File: src/rtl/data_reg_pkg.sv
// Shared constants, types and helpers for the data register file read side.
// Latency: n/a (package only).
// Backpressure: n/a (package only).
package data_reg_pkg;

  localparam int DATA_WIDTH = 8;
  localparam int ADDR_WIDTH = 3;
  localparam int NUM_REGS   = 1 << ADDR_WIDTH;

  typedef logic [DATA_WIDTH-1:0]          data_t;
  typedef logic [ADDR_WIDTH-1:0]          addr_t;
  typedef logic [NUM_REGS-1:0]            wen_t;
  typedef logic [NUM_REGS*DATA_WIDTH-1:0] bus_t;

  // Register i lives at bits [i*DATA_WIDTH +: DATA_WIDTH] of the flattened bus.
  function automatic data_t get_reg(input bus_t bus, input addr_t idx);
    return bus[idx*DATA_WIDTH +: DATA_WIDTH];
  endfunction

  // True when zero or one bit is set.
  function automatic logic is_onehot0(input wen_t v);
    return (v & (v - wen_t'(1))) == '0;
  endfunction

endpackage

File: src/rtl/data_read_lane.sv
// One read lane: address mux, write-first bypass select and output registers.
// Latency: 1 cycle from enabled edge to registered data/valid.
// Backpressure: none; a request is accepted on every enabled edge.
// Ports: clk/rst, rd_addr/rd_en (request), reg_bus (register file contents),
//        wr_en/wr_dat (same-cycle write), byp_ok (write vector legal),
//        rd_dat/rd_vld (registered response).
module data_read_lane
  import data_reg_pkg::*;
(
  input  logic  clk,
  input  logic  rst,
  input  addr_t rd_addr,
  input  logic  rd_en,
  input  bus_t  reg_bus,
  input  wen_t  wr_en,
  input  data_t wr_dat,
  input  logic  byp_ok,
  output data_t rd_dat,
  output logic  rd_vld
);

  data_t rd_dat_d, rd_dat_q;
  logic  rd_vld_d, rd_vld_q;

  always_comb begin
    rd_dat_d = rd_dat_q;
    rd_vld_d = rd_en;
    if (rd_en) begin
      // The register bank only takes the write at this edge, so a read of the
      // register being written must forward the incoming data.
      if (byp_ok && wr_en[rd_addr]) begin
        rd_dat_d = wr_dat;
      end else begin
        rd_dat_d = get_reg(reg_bus, rd_addr);
      end
    end
  end

  always_ff @(posedge clk or posedge rst) begin
    if (rst) begin
      rd_dat_q <= '0;
      rd_vld_q <= 1'b0;
    end else begin
      rd_dat_q <= rd_dat_d;
      rd_vld_q <= rd_vld_d;
    end
  end

  assign rd_dat = rd_dat_q;
  assign rd_vld = rd_vld_q;

endmodule

File: src/rtl/data_read_port.sv
// Dual read port for the 8-entry data register file with write-first bypass.
// Latency: 1 cycle per port; no combinational input-to-output path.
// Backpressure: none; each port accepts one request per enabled edge.
// Ports: clk/reset, Reg_bus_ (flattened registers), per-port address/enable,
//        Write_enabler_/Write_data_ (same-cycle write), per-port data/valid,
//        Write_error_ (sticky multi-hot write enable).
module data_read_port #(
  parameter int DATA_WIDTH = data_reg_pkg::DATA_WIDTH,
  parameter int ADDR_WIDTH = data_reg_pkg::ADDR_WIDTH
) (
  input  logic                               clk,
  input  logic                               reset,
  input  logic [(2**ADDR_WIDTH)*DATA_WIDTH-1:0] Reg_bus_,
  input  logic [ADDR_WIDTH-1:0]              Data_read_address_a_,
  input  logic                               Enable_read_a_,
  input  logic [ADDR_WIDTH-1:0]              Data_read_address_b_,
  input  logic                               Enable_read_b_,
  input  logic [(2**ADDR_WIDTH)-1:0]         Write_enabler_,
  input  logic [DATA_WIDTH-1:0]              Write_data_,
  output logic [DATA_WIDTH-1:0]              Read_data_a_,
  output logic                               Read_valid_a_,
  output logic [DATA_WIDTH-1:0]              Read_data_b_,
  output logic                               Read_valid_b_,
  output logic                               Write_error_
);

  import data_reg_pkg::*;

  logic byp_ok;
  logic wr_err_d, wr_err_q;

  // A multi-hot write vector is a decoder fault: the bank contents are
  // suspect, so forwarding is suppressed and reads fall back to the bus.
  assign byp_ok = is_onehot0(Write_enabler_);

  always_comb begin
    wr_err_d = wr_err_q | ~byp_ok;
  end

  always_ff @(posedge clk or posedge reset) begin
    if (reset) begin
      wr_err_q <= 1'b0;
    end else begin
      wr_err_q <= wr_err_d;
    end
  end

  assign Write_error_ = wr_err_q;

  data_read_lane u_lane_a (
    .clk     (clk),
    .rst     (reset),
    .rd_addr (Data_read_address_a_),
    .rd_en   (Enable_read_a_),
    .reg_bus (Reg_bus_),
    .wr_en   (Write_enabler_),
    .wr_dat  (Write_data_),
    .byp_ok  (byp_ok),
    .rd_dat  (Read_data_a_),
    .rd_vld  (Read_valid_a_)
  );

  data_read_lane u_lane_b (
    .clk     (clk),
    .rst     (reset),
    .rd_addr (Data_read_address_b_),
    .rd_en   (Enable_read_b_),
    .reg_bus (Reg_bus_),
    .wr_en   (Write_enabler_),
    .wr_dat  (Write_data_),
    .byp_ok  (byp_ok),
    .rd_dat  (Read_data_b_),
    .rd_vld  (Read_valid_b_)
  );

endmodule

File: config.mk
export PLATFORM = sky130hd
export DESIGN_NAME = data_read_port
export DESIGN_NICKNAME = d
export VERILOG_FILES = /design/src/rtl/data_reg_pkg.sv /design/src/rtl/data_read_lane.sv /design/src/rtl/data_read_port.sv
export SDC_FILE = /design/constraint.sdc
export NUM_CORES = 1
export LEC_CHECK = 0
export ABC_AREA = 1
export ABC_CLOCK_PERIOD_IN_PS = 850
export CORE_MARGIN = 5
export CORE_UTILIZATION = 43
export CTS_BUF_LIST = sky130_fd_sc_hd__clkbuf_4 sky130_fd_sc_hd__clkbuf_8 sky130_fd_sc_hd__clkbuf_16
export DETAILED_ROUTE_END_ITERATION = 16
export GPL_TIMING_DRIVEN = 0
export PLACE_DENSITY = 0.82
export SLEW_MARGIN = 20
export SYNTH_ARGS = -nofsm -noshare
export SYNTH_HDL_FRONTEND = slang
export SYNTH_SLANG_ARGS = --single-unit
File: constraint.sdc
create_clock -name clk -period 0.85 [get_ports clk]
set_clock_uncertainty 0.2 [all_clocks]
set_input_delay 0.2125 -clock clk [delete_from_list [all_inputs] [get_ports clk]]
set_output_delay 0.2125 -clock clk [all_outputs]
set_load 0.02 [all_outputs]
==> tab_implementation.tex, run 1 <==
\begin{tabular}{lr}
\hline
Metric & Value \\
\hline
\multicolumn{2}{l}{\textbf{Worst setup path}} \\
Crit. End Element & flip-flop \\
Launch point of the worst reg-to-reg path & u\_lane\_a.rd\_dat[1] \\
FF-to-FF End & u\_lane\_a.rd\_dat[1] \\
CP arrival & 1360 ps \\
Startpoint-to-endpoint class of the critical path & in -> reg \\
Minimum setup slack among reg-to-reg paths & -200 ps \\
Worst-case reg-to-reg path depth & 4 \\
Highest-delay cell along the critical path & sky130\_fd\_sc\_hd\_\_clkdlybuf4s50\_1 \\
Required @ worst endpoint & 810 ps \\
Setup crit start kind & primary input \\
Cell repeated most along the worst path & sky130\_fd\_sc\_hd\_\_nand2\_1 \\
Critical path peak fanout & 2 \\
Crit-path max cell delay & 430 ps \\
Series of cell instances along the critical path & clkdlybuf4s50\_1, inv\_1, nand2\_1, nand3\_1, nand2\_1, nand2\_1, nand2\_1, inv\_1, nand2\_2, nand3\_1, nand2\_1 \\
\multicolumn{2}{l}{\textbf{Synthesis}} \\
Synth warn & 0 \\
Synth Net Count & 556 \\
Post-synth design cell area & 2490 µm² \\
Netlist cell types & 21 \\
Post-synthesis instance total & 466 \\
Post-synthesis sequential area ratio & 19.1\% \\
Average cell area after synthesis & 5.35 µm² \\
Register bit count reported by yosys & 19 \\
\multicolumn{2}{l}{\textbf{Worst hold path}} \\
Type of the tightest min-delay check & in -> async \\
\multicolumn{2}{l}{\textbf{Clock network}} \\
Maximum count of clock buffers along a single path & 2 \\
TritonCTS clock tree & yes \\
Clock tree root driver cell & sky130\_fd\_sc\_hd\_\_clkbuf\_8 \\
Clock sink total & 19 \\
Number of buffers inserted during clock tree synthesis & 3 \\
Clk Latency, worst-skew pair & 260 ps \\
Maximum level of the CTS H-tree & 1 \\
Hold\_buf cts & 0 \\
Clock-pin transition on the worst setup and hold timing paths & 70 ps \\
\multicolumn{2}{l}{\textbf{Floorplanning}} \\
FP Rows & 27 \\
Width of the die & 86.2 µm \\
Full die area & 7430 µm² \\
Starting density of the core & 44.8\% \\
Total core area & 5570 µm² \\
Num ports & 109 \\
Vertical die dimension & 86.2 µm \\
\multicolumn{2}{l}{\textbf{Status}} \\
Status & finished, violations left \\
Violated checks & setup timing \\
\multicolumn{2}{l}{\textbf{Drt}} \\
Routed Wire Length & 11,500 µm \\
Highest signal layer in the routed design & met4 \\
Detail Route met2 WL & 5430 µm \\
Drt first-iter violations & 412 \\
Mean routed wirelength per cell & 16.8 µm \\
Vias per Instance & 5.67 \\
DR DRC count & 0 \\
Vias after detailed routing & 3,885 \\
Met1 wire length & 4230 µm \\
WL met3 & 1210 µm \\
Number of nets with antenna violations after detailed routing & 0 \\
First-pass iteration count of the detailed router & 6 \\
\multicolumn{2}{l}{\textbf{GRT}} \\
Maximum number of pins on one net before global-route repair & 20 \\
Vias in the first global route & 3,903 \\
Sum of overflow across all layers after global routing & 0 \\
Global-route usage over all layers & 30.1\% \\
Number of antenna violations at the first check in global routing & 0 \\
Wire length of the first global-routing pass & 17,900 µm \\
\multicolumn{2}{l}{\textbf{Power and ir drop}} \\
Cell Pwr Density & 946 nW/µm² \\
Power consumption & 4.12 mW \\
Worst vdd rail ir drop & 0.000774 V \\
Pleak & 2.33 nW \\
\multicolumn{2}{l}{\textbf{STA}} \\
Setup repair after global routing missed its margin & true \\
Part of the cycle the worst path needs & 165\% \\
Slew of the pin with the lowest slew margin & 242 ps \\
Max Clk Rate & 0.712 GHz \\
Min cycle time layout & 1400 ps \\
Aggregate negative setup slack & -15,500 ps \\
Min setup slack post-route & -554 ps \\
Count of endpoints failing setup in the final report & 36 \\
Fin. max-slew vios & 0 \\
Final count of hold timing violations & 0 \\
Worst max-slew margin expressed relative to the limit & 83.9\% \\
Worst hold margin & 106 ps \\
\multicolumn{2}{l}{\textbf{Placed design}} \\
I/O Buffers & 107 \\
Final HPWL DP & 7410 µm \\
Number of placed instances with taps included & 645 \\
Placer Congestion & 0.914 \\
Post-place setup slack & -1330 ps \\
\multicolumn{2}{l}{\textbf{Finish}} \\
Leading cell types in the layout, fill and taps excluded & sky130\_fd\_sc\_hd\_\_nand2\_1 (186), sky130\_fd\_sc\_hd\_\_nand3\_1 (85), sky130\_fd\_sc\_hd\_\_inv\_1 (43), sky130\_fd\_sc\_hd\_\_buf\_6 (40) \\
Layout Area Growth over Synthesis & 74.6\% \\
Proportion of layout cells with a drive suffix above 1 & 26.6\% \\
Most common library cell in the layout ignoring fill and taps & sky130\_fd\_sc\_hd\_\_nand2\_1 \\
Non-filler cells, final & 685 \\
Total inserted antenna cells & 0 \\
Fin nets & 704 \\
\multicolumn{2}{l}{\textbf{Run}} \\
Number of maximum-capacitance violations & 0 \\
\hline
\end{tabular}
-- state kept, by name, indices dropped and copies added, names as in the netlist --
name and cells:
Write_error_ 1, u_lane_a.rd_dat 8, u_lane_a.rd_vld 1, u_lane_b.rd_dat 8
u_lane_b.rd_vld 1
-- per-stage QoR --
step / instance area (µm²) / util [%]
global placement: 3690 / 66.2
CTS: 4230 / 75.8
detailed placement: 3690 / 66.2
floorplan: 2530 / -
global route: 4360 / 78.1
finish: 4360 / 78.1
-- cell usage after synthesis --
cell type / count / area share (%)
sky130_fd_sc_hd__nand2_1: 215 / 32
sky130_fd_sc_hd__nand3_1: 101 / 20
sky130_fd_sc_hd__inv_1: 48 / 7.2
sky130_fd_sc_hd__dfrtp_1: 19 / 19
sky130_fd_sc_hd__a21oi_1: 15 / 3.0
sky130_fd_sc_hd__o21ai_0: 14 / 2.8
sky130_fd_sc_hd__buf_6: 8 / 3.6
sky130_fd_sc_hd__o21a_1: 8 / 2.4
sky130_fd_sc_hd__buf_2: 7 / 1.4
sky130_fd_sc_hd__buf_4: 5 / 1.5
sky130_fd_sc_hd__clkbuf_1: 5 / 0.75
sky130_fd_sc_hd__inv_2: 4 / 0.60
sky130_fd_sc_hd__o21ai_1: 4 / 0.80
sky130_fd_sc_hd__nand2_2: 2 / 0.50
sky130_fd_sc_hd__nand2_4: 2 / 0.90
sky130_fd_sc_hd__nand3_2: 2 / 0.80
sky130_fd_sc_hd__nor2_1: 2 / 0.30
sky130_fd_sc_hd__nor2_2: 2 / 0.50
sky130_fd_sc_hd__clkinv_1: 1 / 0.15
sky130_fd_sc_hd__nor2_8: 1 / 0.80
sky130_fd_sc_hd__or2_1: 1 / 0.25
-- layer usage --
layer  vias up  GRT usage [%]
met2       313           51.9
met5         -              0
met3        71           5.99
met1      1723           35.2
li1       1778              -
met4         0           15.3
-- critical path: cells and delay by family --
| family | cells | cell delay, ps |
|---|---|---|
| buffers and inverters | 3 | 580 |
| and+or+nand+nor | 8 | 580 |
-- power by group --
| group | switching [mW] | internal, mW |
|---|---|---|
| Clock | 0.320 | 0.367 |
| Combinational | 1.22 | 1.12 |
| Sequential | 0.0815 | 1.01 |
-- kinds of logic after synthesis --
group | after synthesis | synth area share (%)
and+or+nand+nor | 328 | 56.7
buffers and inverters | 78 | 15.2
AOI/OAI and AO/OA | 41 | 9.03
DFF | 19 | 19.1
-- final cells by class --
cell class	instances	area (µm²)
clock buffers	4	48.8
flip-flops and latches	19	475
fillers	409	1220
well taps	72	90.1
multi-input cells	371	1880
inverters	53	218
plain buffers	25	255
repair buffers	141	1390
-- worst max-delay path by stage --
| stage | from | to | slack (ps) | cells past startpoint |
|---|---|---|---|---|
| after floorplan | Write_enabler_[1] | u_lane_a.rd_dat[3] | -520 | 9 |
| after global placement | Data_read_address_b_[2] | u_lane_b.rd_dat[0] | -1330 | 8 |
| after detailed placement | Data_read_address_b_[2] | u_lane_b.rd_dat[2] | -1330 | 8 |
| after CTS | Write_enabler_[4] | u_lane_b.rd_dat[2] | -440 | 11 |
| after global routing | Write_enabler_[2] | u_lane_a.rd_dat[7] | -620 | 11 |
| final | Reg_bus_[27] | u_lane_b.rd_dat[3] | -550 | 11 |
-- timing repair --
| action | in CTS | in global routing |
|---|---|---|
| pin swaps | 62 | 26 |
| hold endpoints to repair | 0 | 0 |
| endpoints found under the setup margin | 55 | 55 |
| gates cloned | 10 | 0 |
| setup buffers | 21 | 5 |
| resized for setup | 302 | 21 |
Power figures use the tool's default switching activity.
==> inputs of run 2 (changes only) <==
--- a/config.mk
+++ b/config.mk
@@ -8,3 +8,3 @@
 export ABC_AREA = 1
-export ABC_CLOCK_PERIOD_IN_PS = 850
+export ABC_CLOCK_PERIOD_IN_PS = 1420
 export CORE_MARGIN = 5
==> constraint.sdc (replaced) <==
create_clock -name clk -period 1.42 [get_ports clk]
set_clock_uncertainty 0.2 [all_clocks]
set_input_delay 0.355 -clock clk [delete_from_list [all_inputs] [get_ports clk]]
set_output_delay 0.355 -clock clk [all_outputs]
set_load 0.1 [all_outputs]
==> tab_implementation.tex, run 2 (synthesized netlist as in run 1, its figures left out) <==
\begin{tabular}{lr}
\hline
Metric & Value \\
\hline
\multicolumn{2}{l}{\textbf{Finish}} \\
Leading cell types in the layout, fill and taps excluded & sky130\_fd\_sc\_hd\_\_nand2\_1 (199), sky130\_fd\_sc\_hd\_\_nand3\_1 (80), sky130\_fd\_sc\_hd\_\_clkdlybuf4s50\_1 (51), sky130\_fd\_sc\_hd\_\_inv\_1 (42), sky130\_fd\_sc\_hd\_\_buf\_4 (23) \\
Register area & 499 µm² (+5.0\%) \\
Most common library cell in the layout ignoring fill and taps & sky130\_fd\_sc\_hd\_\_nand2\_1 \\
Total area of multi-input combinational cells & 1840 µm² (-2.0\%) \\
Total inserted antenna cells & 0 (unchanged) \\
Layout Area Growth over Synthesis & 76.7\% \\
Fin nets & 695 (-1.3\%) \\
Proportion of layout cells with a drive suffix above 1 & 27.5\% (+0.89 points) \\
Number of fill cells in the layout & 410 (+0.24\%) \\
\multicolumn{2}{l}{\textbf{Clock network}} \\
Clock tree root driver cell & sky130\_fd\_sc\_hd\_\_clkbuf\_8 \\
Hold\_buf cts & 0 (unchanged) \\
Maximum count of clock buffers along a single path & 2 (unchanged) \\
Clock-pin transition on the worst setup and hold timing paths & 80 ps (about the same) \\
Number of buffers inserted during clock tree synthesis & 3 (unchanged) \\
Maximum level of the CTS H-tree & 1 (unchanged) \\
TritonCTS clock tree & yes \\
Clk Latency, worst-skew pair & 260 ps (about the same) \\
Clock sink total & 19 (unchanged) \\
\multicolumn{2}{l}{\textbf{Placed design}} \\
Placer Congestion & 0.946 (+3.5\%) \\
Post-place setup slack & -911 ps (+419 ps) \\
Final HPWL DP & 7340 µm (-0.92\%) \\
I/O Buffers & 107 (unchanged) \\
\multicolumn{2}{l}{\textbf{STA}} \\
Fin. max-slew vios & 0 (unchanged) \\
Min setup slack post-route & -157 ps (+397 ps) \\
Worst max-slew margin expressed relative to the limit & 70.5\% (-13 points) \\
Final count of hold timing violations & 0 (unchanged) \\
Count of endpoints failing setup in the final report & 30 (-17\%) \\
Min cycle time layout & 1580 ps \\
Aggregate negative setup slack & -1860 ps (+13,640 ps) \\
Slew of the pin with the lowest slew margin & 441 ps (+199 ps) \\
Max Clk Rate & 0.634 GHz \\
Part of the cycle the worst path needs & 111\% \\
Setup repair after global routing missed its margin & true \\
\multicolumn{2}{l}{\textbf{Power and ir drop}} \\
Sequential power share & 23.3\% (-3.1 points) \\
Psw & 1.39 mW (-14\%) \\
Pleak & 2.32 nW (-0.44\%) \\
Cell Pwr Density & 671 nW/µm² (-29\%) \\
Gate power share & 63.3\% (+6.4 points) \\
Internal Pwr Total & 1.57 mW (-37\%) \\
Clock network power share & 13.4\% (-3.3 points) \\
Worst vdd rail ir drop & 0.000644 V (-17\%) \\
Switching power as a share of total power & 47.0\% (+7.6 points) \\
\multicolumn{2}{l}{\textbf{GRT}} \\
Most used routing layer & met2 \\
Global routing usage on met2 & 48.6\% (-3.4 points) \\
Sum of overflow across all layers after global routing & 0 (unchanged) \\
GR Util met3 & 6.08\% (+0.095 points) \\
Global-route usage over all layers & 28.3\% (-1.8 points) \\
Wire length of the first global-routing pass & 16,900 µm (-5.7\%) \\
Number of antenna violations at the first check in global routing & 0 (unchanged) \\
Maximum number of pins on one net before global-route repair & 20 (unchanged) \\
Vias in the first global route & 3,630 (-7.0\%) \\
Global-route met1 utilization & 34.4\% (-0.81 points) \\
\multicolumn{2}{l}{\textbf{Drt}} \\
DR DRC count & 0 (unchanged) \\
First-pass iteration count of the detailed router & 7 (+1) \\
Mean routed wirelength per cell & 17.8 µm (+6.2\%) \\
Routed Wire Length & 12,000 µm (+4.8\%) \\
Drt first-iter violations & 565 (+37\%) \\
Vias after detailed routing & 3,960 (+1.9\%) \\
Number of nets with antenna violations after detailed routing & 0 (unchanged) \\
Vias per Instance & 5.86 (+3.3\%) \\
\multicolumn{2}{l}{\textbf{Status}} \\
Violated checks & setup timing \\
Status & finished, violations left \\
\multicolumn{2}{l}{\textbf{Worst setup path}} \\
Critical path buffers and inverters & 2 (-1) \\
Launch point of the worst reg-to-reg path & u\_lane\_b.rd\_dat[6] \\
Setup crit start kind & primary input \\
Critical path peak fanout & 8 (+6) \\
Cell family with most CP delay & simple AND/OR/NAND/NOR gates \\
Required @ worst endpoint & 1410 ps (+600 ps) \\
Crit-path max cell delay & 250 ps (-180 ps) \\
FF-to-FF End & u\_lane\_b.rd\_dat[6] \\
Series of cell instances along the critical path & clkdlybuf4s15\_2, inv\_1, nand3\_2, nand2\_4, nand2\_4, nand2\_1, nand3\_1, nand2\_1 \\
Startpoint-to-endpoint class of the critical path & in -> reg \\
Minimum setup slack among reg-to-reg paths & 360 ps (+560 ps) \\
Highest-delay cell along the critical path & sky130\_fd\_sc\_hd\_\_clkdlybuf4s15\_2 \\
Crit. End Element & flip-flop \\
CP arrival & 1570 ps (+210 ps) \\
Worst-case reg-to-reg path depth & 3 (-1) \\
\multicolumn{2}{l}{\textbf{Floorplanning}} \\
Num ports & 109 (unchanged) \\
Width of the die & 86.2 µm (unchanged) \\
Starting density of the core & 44.8\% (unchanged) \\
Total core area & 5570 µm² (unchanged) \\
Full die area & 7430 µm² (unchanged) \\
Vertical die dimension & 86.2 µm (unchanged) \\
FP Rows & 27 (unchanged) \\
\multicolumn{2}{l}{\textbf{Run}} \\
Number of maximum-capacitance violations & 0 (unchanged) \\
\multicolumn{2}{l}{\textbf{Worst hold path}} \\
Type of the tightest min-delay check & in -> async \\
\hline
\end{tabular}
==> run 2: cell type report <==
| cell class | count | share of cell area [%] |
|---|---|---|
| multi-input combinational | 371 | 41.8 |
| timing repair buffer | 132 | 33.2 |
| sequential | 19 | 11.3 |
| buffer | 25 | 5.76 |
| inverter | 53 | 4.83 |
| tap | 72 | 2.04 |
| clock buffer | 3 | 0.937 |
| clock inverter | 1 | 0.114 |
==> run 2: what timing repair did <==
action | in CTS | in global routing
endpoints found under the setup margin | 36 | 54
setup buffers | 16 | 4
pin swaps | 45 | 5
resized for setup | 293 | 50
cloned | 7 | 0
==> run 2: worst reg2reg max path, delay by kind of cell (launching register included) <==
family                 cells  cell delay [ps]
AND/OR/NAND/NOR            2              150
flip-flops                 1              440
buffers and inverters      1              150
==> run 2: worst max path at each step <==
stage	cells after the start	endpoint	slack (ps)	start
CTS	10	u_lane_b.rd_dat[0]	-40	Write_enabler_[3]
global route	11	u_lane_b.rd_dat[6]	-220	Data_read_address_b_[0]
floorplan	9	u_lane_a.rd_dat[3]	-90	Write_enabler_[1]
global placement	8	u_lane_b.rd_dat[2]	-920	Data_read_address_b_[2]
finish	8	u_lane_b.rd_dat[6]	-160	Data_read_address_b_[2]
detailed placement	8	u_lane_b.rd_dat[1]	-910	Data_read_address_b_[2]
==> run 2: power groups by stage <==
stage | registers [mW] | clock network (mW) | logic [mW]
final | 0.690 | 0.396 | 1.87
after global routing | 0.693 | 0.414 | 1.95
after CTS | 0.666 | 0.392 | 1.68
after detailed placement | 0.656 | 0 | 1.52
after global placement | 0.654 | 0 | 1.50
after floorplan | 1.11 | 0 | 0.502
==> run 2: metal layers <==
metal	up-vias	share of wire [%]
met2	367	47
met1	1752	35
met4	0	6.0
met5	-	0
li1	1753	-
met3	88	12
==> run 2: through the flow <==
stage               area (µm²)  power, mW  cells  util (%)  hold WS [ps]
floorplan                 2550       1.62    466         -           106
global placement          3710       2.15    645      66.5           254
detailed placement        3710       2.17    645      66.5           253
CTS                       4180       2.74    672      75.1           286
global route              4410       3.06    676      79.1           298
finish                    4410       2.96    676      79.1           259
